**src/rtl/param_multicycle_cpu.sv**
```systemverilog
// rtl/param_multicycle_cpu.sv - parametrised multicycle processor core with run/done handshake
module param_multicycle_cpu #(
    parameter int DATA_W   = 16,
    parameter int NUM_REGS = 8
) (
    input  logic                        clk,
    input  logic                        resetn,
    input  logic                        run,
    input  logic [DATA_W-1:0]           iin,
    output logic                        busy,
    output logic                        done,
    output logic                        illegal,
    output logic [DATA_W-1:0]           bus,
    output logic                        flag_z,
    output logic                        flag_c,
    input  logic [$clog2(NUM_REGS)-1:0] dbg_sel,
    output logic [DATA_W-1:0]           dbg_data
);

    localparam int REG_AW = $clog2(NUM_REGS);
    localparam int IMM_W  = DATA_W - 3 - REG_AW;

    localparam logic [1:0] T0 = 2'd0;
    localparam logic [1:0] T1 = 2'd1;
    localparam logic [1:0] T2 = 2'd2;
    localparam logic [1:0] T3 = 2'd3;

    localparam logic [2:0] OP_MV  = 3'b000;
    localparam logic [2:0] OP_MVI = 3'b001;
    localparam logic [2:0] OP_ADD = 3'b010;
    localparam logic [2:0] OP_SUB = 3'b011;
    localparam logic [2:0] OP_AND = 3'b100;
    localparam logic [2:0] OP_OR  = 3'b101;
    localparam logic [2:0] OP_XOR = 3'b110;
    localparam logic [2:0] OP_ILL = 3'b111;

    logic [1:0]        state;
    logic [DATA_W-1:0] ir;
    logic [DATA_W-1:0] regs [NUM_REGS];
    logic [DATA_W-1:0] a_reg;
    logic [DATA_W-1:0] r_reg;

    logic [2:0]        op;
    logic [REG_AW-1:0] rx;
    logic [REG_AW-1:0] ry;
    logic [DATA_W-1:0] imm_ext;
    logic [DATA_W-1:0] alu_res;
    logic              alu_c;
    logic [DATA_W:0]   sum_ext;
    logic [DATA_W:0]   diff_ext;
    logic              wr_en;

    // Instruction fields; the immediate shares the rY positions and runs down to bit 0
    assign op      = ir[DATA_W-1 -: 3];
    assign rx      = ir[DATA_W-4 -: REG_AW];
    assign ry      = ir[IMM_W-1 -: REG_AW];
    assign imm_ext = {{(DATA_W-IMM_W){ir[IMM_W-1]}}, ir[IMM_W-1:0]};

    assign busy     = (state != T0);
    assign dbg_data = regs[dbg_sel];

    // Register-file write happens at the final edge of mv/mvi (T1) and of ALU ops (T3)
    assign wr_en = ((state == T1) && ((op == OP_MV) || (op == OP_MVI))) || (state == T3);

    // Bus source selection per step
    always_comb begin
        bus = '0;
        case (state)
            T1: begin
                case (op)
                    OP_MV:   bus = regs[ry];
                    OP_MVI:  bus = imm_ext;
                    OP_ILL:  bus = '0;
                    default: bus = regs[rx];
                endcase
            end
            T2:      bus = regs[ry];
            T3:      bus = r_reg;
            default: bus = '0;
        endcase
    end

    // ALU: A operand from staging register, B operand from the bus; carry of sub is no-borrow
    always_comb begin
        sum_ext  = {1'b0, a_reg} + {1'b0, bus};
        diff_ext = {1'b0, a_reg} - {1'b0, bus};
        alu_res  = '0;
        alu_c    = 1'b0;
        case (op)
            OP_ADD: begin
                alu_res = sum_ext[DATA_W-1:0];
                alu_c   = sum_ext[DATA_W];
            end
            OP_SUB: begin
                alu_res = diff_ext[DATA_W-1:0];
                alu_c   = ~diff_ext[DATA_W];
            end
            OP_AND:  alu_res = a_reg & bus;
            OP_OR:   alu_res = a_reg | bus;
            OP_XOR:  alu_res = a_reg ^ bus;
            default: alu_res = '0;
        endcase
    end

    // Step sequencer with instruction latch and registered completion pulses
    always_ff @(posedge clk or negedge resetn) begin
        if (!resetn) begin
            state   <= T0;
            ir      <= '0;
            done    <= 1'b0;
            illegal <= 1'b0;
        end else begin
            done    <= 1'b0;
            illegal <= 1'b0;
            case (state)
                T0: begin
                    if (run) begin
                        ir    <= iin;
                        state <= T1;
                    end
                end
                T1: begin
                    case (op)
                        OP_MV, OP_MVI: begin
                            state <= T0;
                            done  <= 1'b1;
                        end
                        OP_ILL: begin
                            state   <= T0;
                            done    <= 1'b1;
                            illegal <= 1'b1;
                        end
                        default: state <= T2;
                    endcase
                end
                T2:      state <= T3;
                default: begin
                    state <= T0;
                    done  <= 1'b1;
                end
            endcase
        end
    end

    // General register file, written from the bus
    always_ff @(posedge clk or negedge resetn) begin
        if (!resetn) begin
            for (int i = 0; i < NUM_REGS; i++) begin
                regs[i] <= '0;
            end
        end else if (wr_en) begin
            regs[rx] <= bus;
        end
    end

    // A/R staging registers and flags, updated only by ALU instructions
    always_ff @(posedge clk or negedge resetn) begin
        if (!resetn) begin
            a_reg  <= '0;
            r_reg  <= '0;
            flag_z <= 1'b0;
            flag_c <= 1'b0;
        end else begin
            if ((state == T1) && (op != OP_MV) && (op != OP_MVI) && (op != OP_ILL)) begin
                a_reg <= bus;
            end
            if (state == T2) begin
                r_reg  <= alu_res;
                flag_z <= (alu_res == '0);
                flag_c <= alu_c;
            end
        end
    end

endmodule

```
**config.mk**
```make
export PLATFORM = sky130hd
export DESIGN_NAME = param_multicycle_cpu
export DESIGN_NICKNAME = d
export VERILOG_FILES = /design/src/rtl/param_multicycle_cpu.sv
export SDC_FILE = /design/constraint.sdc
export NUM_CORES = 1
export LEC_CHECK = 0
export CAP_MARGIN = 10
export CELL_PAD_IN_SITES_DETAIL_PLACEMENT = 0
export CELL_PAD_IN_SITES_GLOBAL_PLACEMENT = 1
export CORE_UTILIZATION = 49
export CTS_CLUSTER_SIZE = 40
export DETAILED_ROUTE_END_ITERATION = 8
export GPL_TIMING_DRIVEN = 0
export PLACE_DENSITY_LB_ADDON = 0.1
export SETUP_SLACK_MARGIN = 0.1
export SKIP_LAST_GASP = 1
export SLEW_MARGIN = 20
export SYNTH_ARGS = -nofsm -noshare
export SYNTH_HDL_FRONTEND = slang
export SYNTH_SLANG_ARGS = --single-unit
```
**constraint.sdc**
```tcl
create_clock -name clk -period 6.25 [get_ports clk]
set_clock_uncertainty 0.05 [all_clocks]
set_input_delay 0.9375 -clock clk [delete_from_list [all_inputs] [get_ports clk]]
set_output_delay 0.9375 -clock clk [all_outputs]
set_load 0.01 [all_outputs]
```
==> results.toml <==
[floorplanning]
rows = 58
dieArea_sq_mm = 0.0262
dieWidth_um = 162
start_util = 0.498
fp.dieH_um = 162
io_pins = 59
core_sq_mm = 0.0251

[finish]
layout_common_cells = "189 x nand2_1, 182 x dfrtp_1, 181 x o21ai_0"
final_cells = 1689
syn_to_final_growth_pct = 13.3
fin_area_sq_mm = 0.0142
largest_reg_flops = 128
drive_gt1_frac = 0.167
diodes = 0
seqCellArea_sq_mm = 0.00455
final_common_cell = "nand2_1"
multiInputGateArea_sq_mm = 0.00738
top_register = "regs"
nFillCells = 2282
nNetsFinal = 1422

[sta]
grt_setup_unrepaired = "false"
min_period_ns = 5.98
fmax_ghz = 0.167
min_period_over_period = 0.957
drv_slew = 0
maxSlewHeadroom = 0.240
worst_slack_ns = 0.268
tightestPinTransition_ns = 1.14
setup_viol = 0
hold_viol = 0

[synth]
yosysWarnings = 0
ys.flop_type = "dfrtp_1"
avgSynthCellArea_sq_um = 9.85
ys_ff_latch = 182
netlist_area_sq_mm = 0.0125
synth_cell_types = 86
yosysSeqAreaShare = 0.364
synth_cells = 1270
synth_nets = 1344
yosys.area.top_type = "dfrtp_1"
synth_edf_count = 0
synth_top_area_frac = 0.364
async_flop_share = 1.00
yosys-top-cells-area = "dfrtp_1 36%, mux4_2 12%, o21ai_0 7.2%, nand2_1 5.7%, ha_1 5.0%"

[worst_setup_path]
cp_cell_sequence = "clkbuf_1 -> buf_2 -> buf_1 -> nand3_1 -> o2111a_1 -> nor2_1 -> ha_1 -> buf_6 -> nor2_1 -> a211oi_2 -> a211oi_2 -> o22ai_1 -> or4_1 -> a21oi_1 -> a2bb2oi_1 -> nor4b_2 -> a32o_2"
critPathKind = "register to register"
critPathLaunchType = "register"
cp.required_ns = 6.53
r2r_end = "flag_z$_DFFE_PN0N_"
cp_max_fo = 11
path_buf_inv = 4
worstRegToRegCells = 17
rrSetupSlack_ns = 0.27
crit_path_end_kind = "register"
r2r-start = "ir[10]$_DFFE_PN0P_"
cp_slowest_cell = "nor2_1"
cp.arrival_ns = 6.26
max_stage_delay_ns = 0.82
critical-path-top-delay-family = "simple AND/OR/NAND/NOR gates"

[global_routing]
grt_pass1_wl_um = 68800
grt_usage = 0.362
antenna_found_initial = 0
grt_max_degree = 75
globalRouteOverflowTotal = 0
grt_pass1_vias = 10766

[power_and_ir_drop]
p_leak_nw = 6.01
total_power_mw = 8.58
power_density_mw_per_mm2 = 606
vdd_drop_max_mv = 0.290

[placement]
gp_congestion = 0.972
dp_hpwl_um = 33000
dp_slack_ns = 0.120
placed_cells = 1659
port_buffers = 56
dpl_cell_area_sq_mm = 0.0135

[routing]
avgRoutedWirePerCell_um = 27.3
viasPerCell = 6.62
num_vias = 11183
ant_nets = 0
drt-initial-drc-count = 1146
drc = 1
wl_um = 46100
firstDrtPassIters = 8

[cts]
cts.htree.levels = 4
clk-insertion-delay-late_ns = 0.44
clk_pin_slew_worst_paths_ns = 0.07
clockBufferDepth = 2
hold_buffers = 0
cts_buffers = 17
numClockSinks = 182
cts_tree = "done"
cts_root_buffer = "clkbuf_16"

[worst_hold_path]
min_path_type = "primary input to async pin"

[run_status]
violations = "design-rule violations"
outcome = "complete, but fails checks"

[job]
maxCapViolations = 0
[where the power goes]
group          internal, mW  switching, mW
logic                  2.13           3.25
clock network         0.650          0.494
registers              1.62          0.451
total                  4.39           4.19
[stage by stage]
stage | hold WS [ns] | utilization | TNS (ns)
detailed placement | 0.418 | 0.540 | 0
floorplan | 0.390 | - | 0
CTS | 0.368 | 0.564 | 0
global route | 0.382 | 0.564 | 0
finish | 0.343 | 0.564 | 0
global placement | 0.420 | 0.537 | -666.94
[cells in the mapped netlist (all sizes together), types with 4 or more instances]
library cell,number
a2111oi,13
a211o,8
a211oi,11
a21boi,4
a21o,12
a21oi,42
a221oi,8
a31oi,5
and2,5
buf,41
clkbuf,54
dfrtp,182
ha,50
inv,47
mux2,54
mux2i,26
mux4,69
nand2,189
nand2b,18
nand3,11
nor2,74
nor2b,10
nor3,17
o2111ai,4
o211ai,6
o21a,5
o21ai,186
o221ai,12
o22a,4
o22ai,24
o31ai,7
or2,8
or3,5
xnor2,4
[worst max path at each step]
stage / startpoint / end / slack (ns) / cells after the start
after floorplan: ir[7]$_DFFE_PN0P_ / flag_z$_DFFE_PN0N_ / 1.78 / 18
after global placement: resetn / regs[18]$_DFFE_PN0P_ / -3.68 / 1
after detailed placement: ir[8]$_DFFE_PN0P_ / flag_z$_DFFE_PN0N_ / 0.12 / 18
after CTS: ir[8]$_DFFE_PN0P_ / flag_z$_DFFE_PN0N_ / 0.11 / 18
after global routing: ir[7]$_DFFE_PN0P_ / flag_z$_DFFE_PN0N_ / 0.12 / 18
final: ir[10]$_DFFE_PN0P_ / flag_z$_DFFE_PN0N_ / 0.27 / 17
[cells by family (layout without fill, tap and decap cells)]
family | Yosys count | after routing | synth area share
adders and majority gates | 52 | 52 | 0.0532
and+or+nand+nor | 355 | 355 | 0.126
AOI/OAI and AO/OA | 385 | 385 | 0.212
buffers and inverters | 142 | 231 | 0.0472
xor gates and xnor gates | 5 | 5 | 0.00350
muxes | 149 | 149 | 0.194
DFF | 182 | 182 | 0.364
[timing repair]
action	4_1_cts	5_1_grt
setup buffers	0	0
endpoints found under the hold margin	0	0
gates resized for setup	0	6
endpoints found under the setup margin	0	5
[metal layers]
layer	up-vias	part of all wire	wire length, um	global-route usage
met4	0	0.043	1990	0.160
met5	-	0	0	0
li1	4828	-	-	-
met3	128	0.088	4060	0.0728
met1	5585	0.40	18300	0.472
met2	642	0.47	21800	0.586
[layout make-up]
cell class	instances	area share
repair buffers	59	0.0446
clock inverters	11	0.0104
inverters	47	0.0125
clock buffers	19	0.0320
plain buffers	95	0.0294
multi-input cells	946	0.521
well taps	330	0.0291
flip-flops and latches	182	0.321
Power figures use the tool's default switching activity.
==> variant, RTL diff (config.mk and constraints unchanged) <==
Add an input register stage for `run`, `iin` and `dbg_sel`, with the module's reset; this delays them by one clock. Comments in the files are not updated.
--- a/src/rtl/param_multicycle_cpu.sv
+++ b/src/rtl/param_multicycle_cpu.sv
@@ -34,6 +34,22 @@
     localparam logic [2:0] OP_XOR = 3'b110;
     localparam logic [2:0] OP_ILL = 3'b111;
 
+    logic run_q;
+    logic [DATA_W-1:0] iin_q;
+    logic [$clog2(NUM_REGS)-1:0] dbg_sel_q;
+
+    always_ff @(posedge clk or negedge resetn) begin
+        if (!resetn) begin
+            run_q     <= '0;
+            iin_q     <= '0;
+            dbg_sel_q <= '0;
+        end else begin
+            run_q     <= run;
+            iin_q     <= iin;
+            dbg_sel_q <= dbg_sel;
+        end
+    end
+
     logic [1:0]        state;
     logic [DATA_W-1:0] ir;
     logic [DATA_W-1:0] regs [NUM_REGS];
@@ -57,7 +73,7 @@
     assign imm_ext = {{(DATA_W-IMM_W){ir[IMM_W-1]}}, ir[IMM_W-1:0]};
 
     assign busy     = (state != T0);
-    assign dbg_data = regs[dbg_sel];
+    assign dbg_data = regs[dbg_sel_q];
 
     // Register-file write happens at the final edge of mv/mvi (T1) and of ALU ops (T3)
     assign wr_en = ((state == T1) && ((op == OP_MV) || (op == OP_MVI))) || (state == T3);
@@ -114,8 +130,8 @@
             illegal <= 1'b0;
             case (state)
                 T0: begin
-                    if (run) begin
-                        ir    <= iin;
+                    if (run_q) begin
+                        ir    <= iin_q;
                         state <= T1;
                     end
                 end
Function: changed (Yosys sat finds a counterexample within 4 cycles, from zero or initial values and one cycle with resetn low).
==> variant against the unedited design <==
Worst setup slack improved by 99 ps. Critical path type unchanged. Fmax rose by 1.7%. Synthesized area is 2.9% higher. Hold slack worse by 83 ps. Sequential cell count is 20 higher. Routed wire length barely moved. Largest cell class unchanged. Total power grew 2.8%. Cell count grew 0.30%. Via count is 0.38% lower. Sequential power is 6% higher. Die area is 2.9% higher. Cell area increased by 3.7%. Combinational power is 2% lower.
==> variant: results <==
[placement]
place.gp.congestion = 0.926
numPortBuffers = 58
dp_slack_ps = -355
placed_cell_area_mm2 = 0.0139
hpwl_um = 32900

[pwr]
p_leak_nw = 6.29
p_comb_mw = 5.28
p_per_area_mw_per_mm2 = 600
p_sw_share_pct = 48.1
pg_clk_mw = 1.36
peakVddDrop_v = 0.000282

[final_layout]
drive_gt1_share_pct = 17.6

[synthesis]
synth_compound_area_share_pct = 20.2
synth_area_leaders = dfrtp_1 39%, mux4_2 12%, o21ai_0 6.4%, nand2_1 5.3%, ha_1 4.9%
ys.flop_type = dfrtp_1
ys_seq_area_share_pct = 39.3
synthCells = 1262
yosys.area_share.xor_xnor_pct = 0.476
synthDistinctLibCells = 81
synth_common_cells = 202 x dfrtp_1, 183 x nand2_1, 164 x o21ai_0
synth_adder_area_share_pct = 5.17

[drt]
via_per_inst = 6.58
routed_wire_length_per_instance_um = 27.2
drtIter0Drc = 1378
routed_wl_um = 46100
wl_met2_um = 19500
dr.pass1.iters = 5
route.met3.wl_um = 4970

[clock_network]
ctsResizeCount = 3
numCtsBuffers = 23
htree_levels = 1
cts_buffer_depth = 3
insertion_delay_ps = 540

[global_route]
grt_first_pass_wirelength_um = 68300
met3_usage_pct = 7.68
grt_pass1_vias = 10700
grt_max_degree = 82
grtUsageMet1_pct = 53.2
met2_usage_pct = 50.3

[run_status]
status = finished, final reports clean

[worst_setup_path]
r2r_cells = 18
arrival_ps = 6280
r2r_start = ir[7]

[sta]
hold_ws_ps = 260
period_share_pct = 94.1
relSlewSlack_pct = 22.5
==> variant: changes by cell type in the layout (fill, tap and decap cells not counted), moves of 9 or more <==
cell     change
o21ai_0     -17
nor2_1      -10
a21oi_1     +13
o21ai_1     +17
nor3_1       -9
dfrtp_1     +20
mux2i_1     +11
==> variant: critical path: stages (launching register included) <==
cell and delay [ps]:
dfrtp_1 310, buf_2 300, buf_6 270, buf_2 460
mux4_2 570, mux2i_1 290, o21ai_0 120, nor2_1 790
ha_1 310, buf_2 230, nand2_1 70, a211oi_1 440
a21oi_1 200, a21oi_1 180, o2bb2ai_1 190, nand2_1 120
nor4_2 440, nand4_1 220, o31ai_2 210
==> variant: layout make-up <==
class,count,area [um^2]
Buffer,85,370
Tap cell,330,413
Clock inverter,10,100
Multi-Input combinational cell,925,7280
Clock buffer,31,646
Fill cell,2228,10800
Sequential cell,202,5050
Inverter,49,184
Timing Repair Buffer,62,656
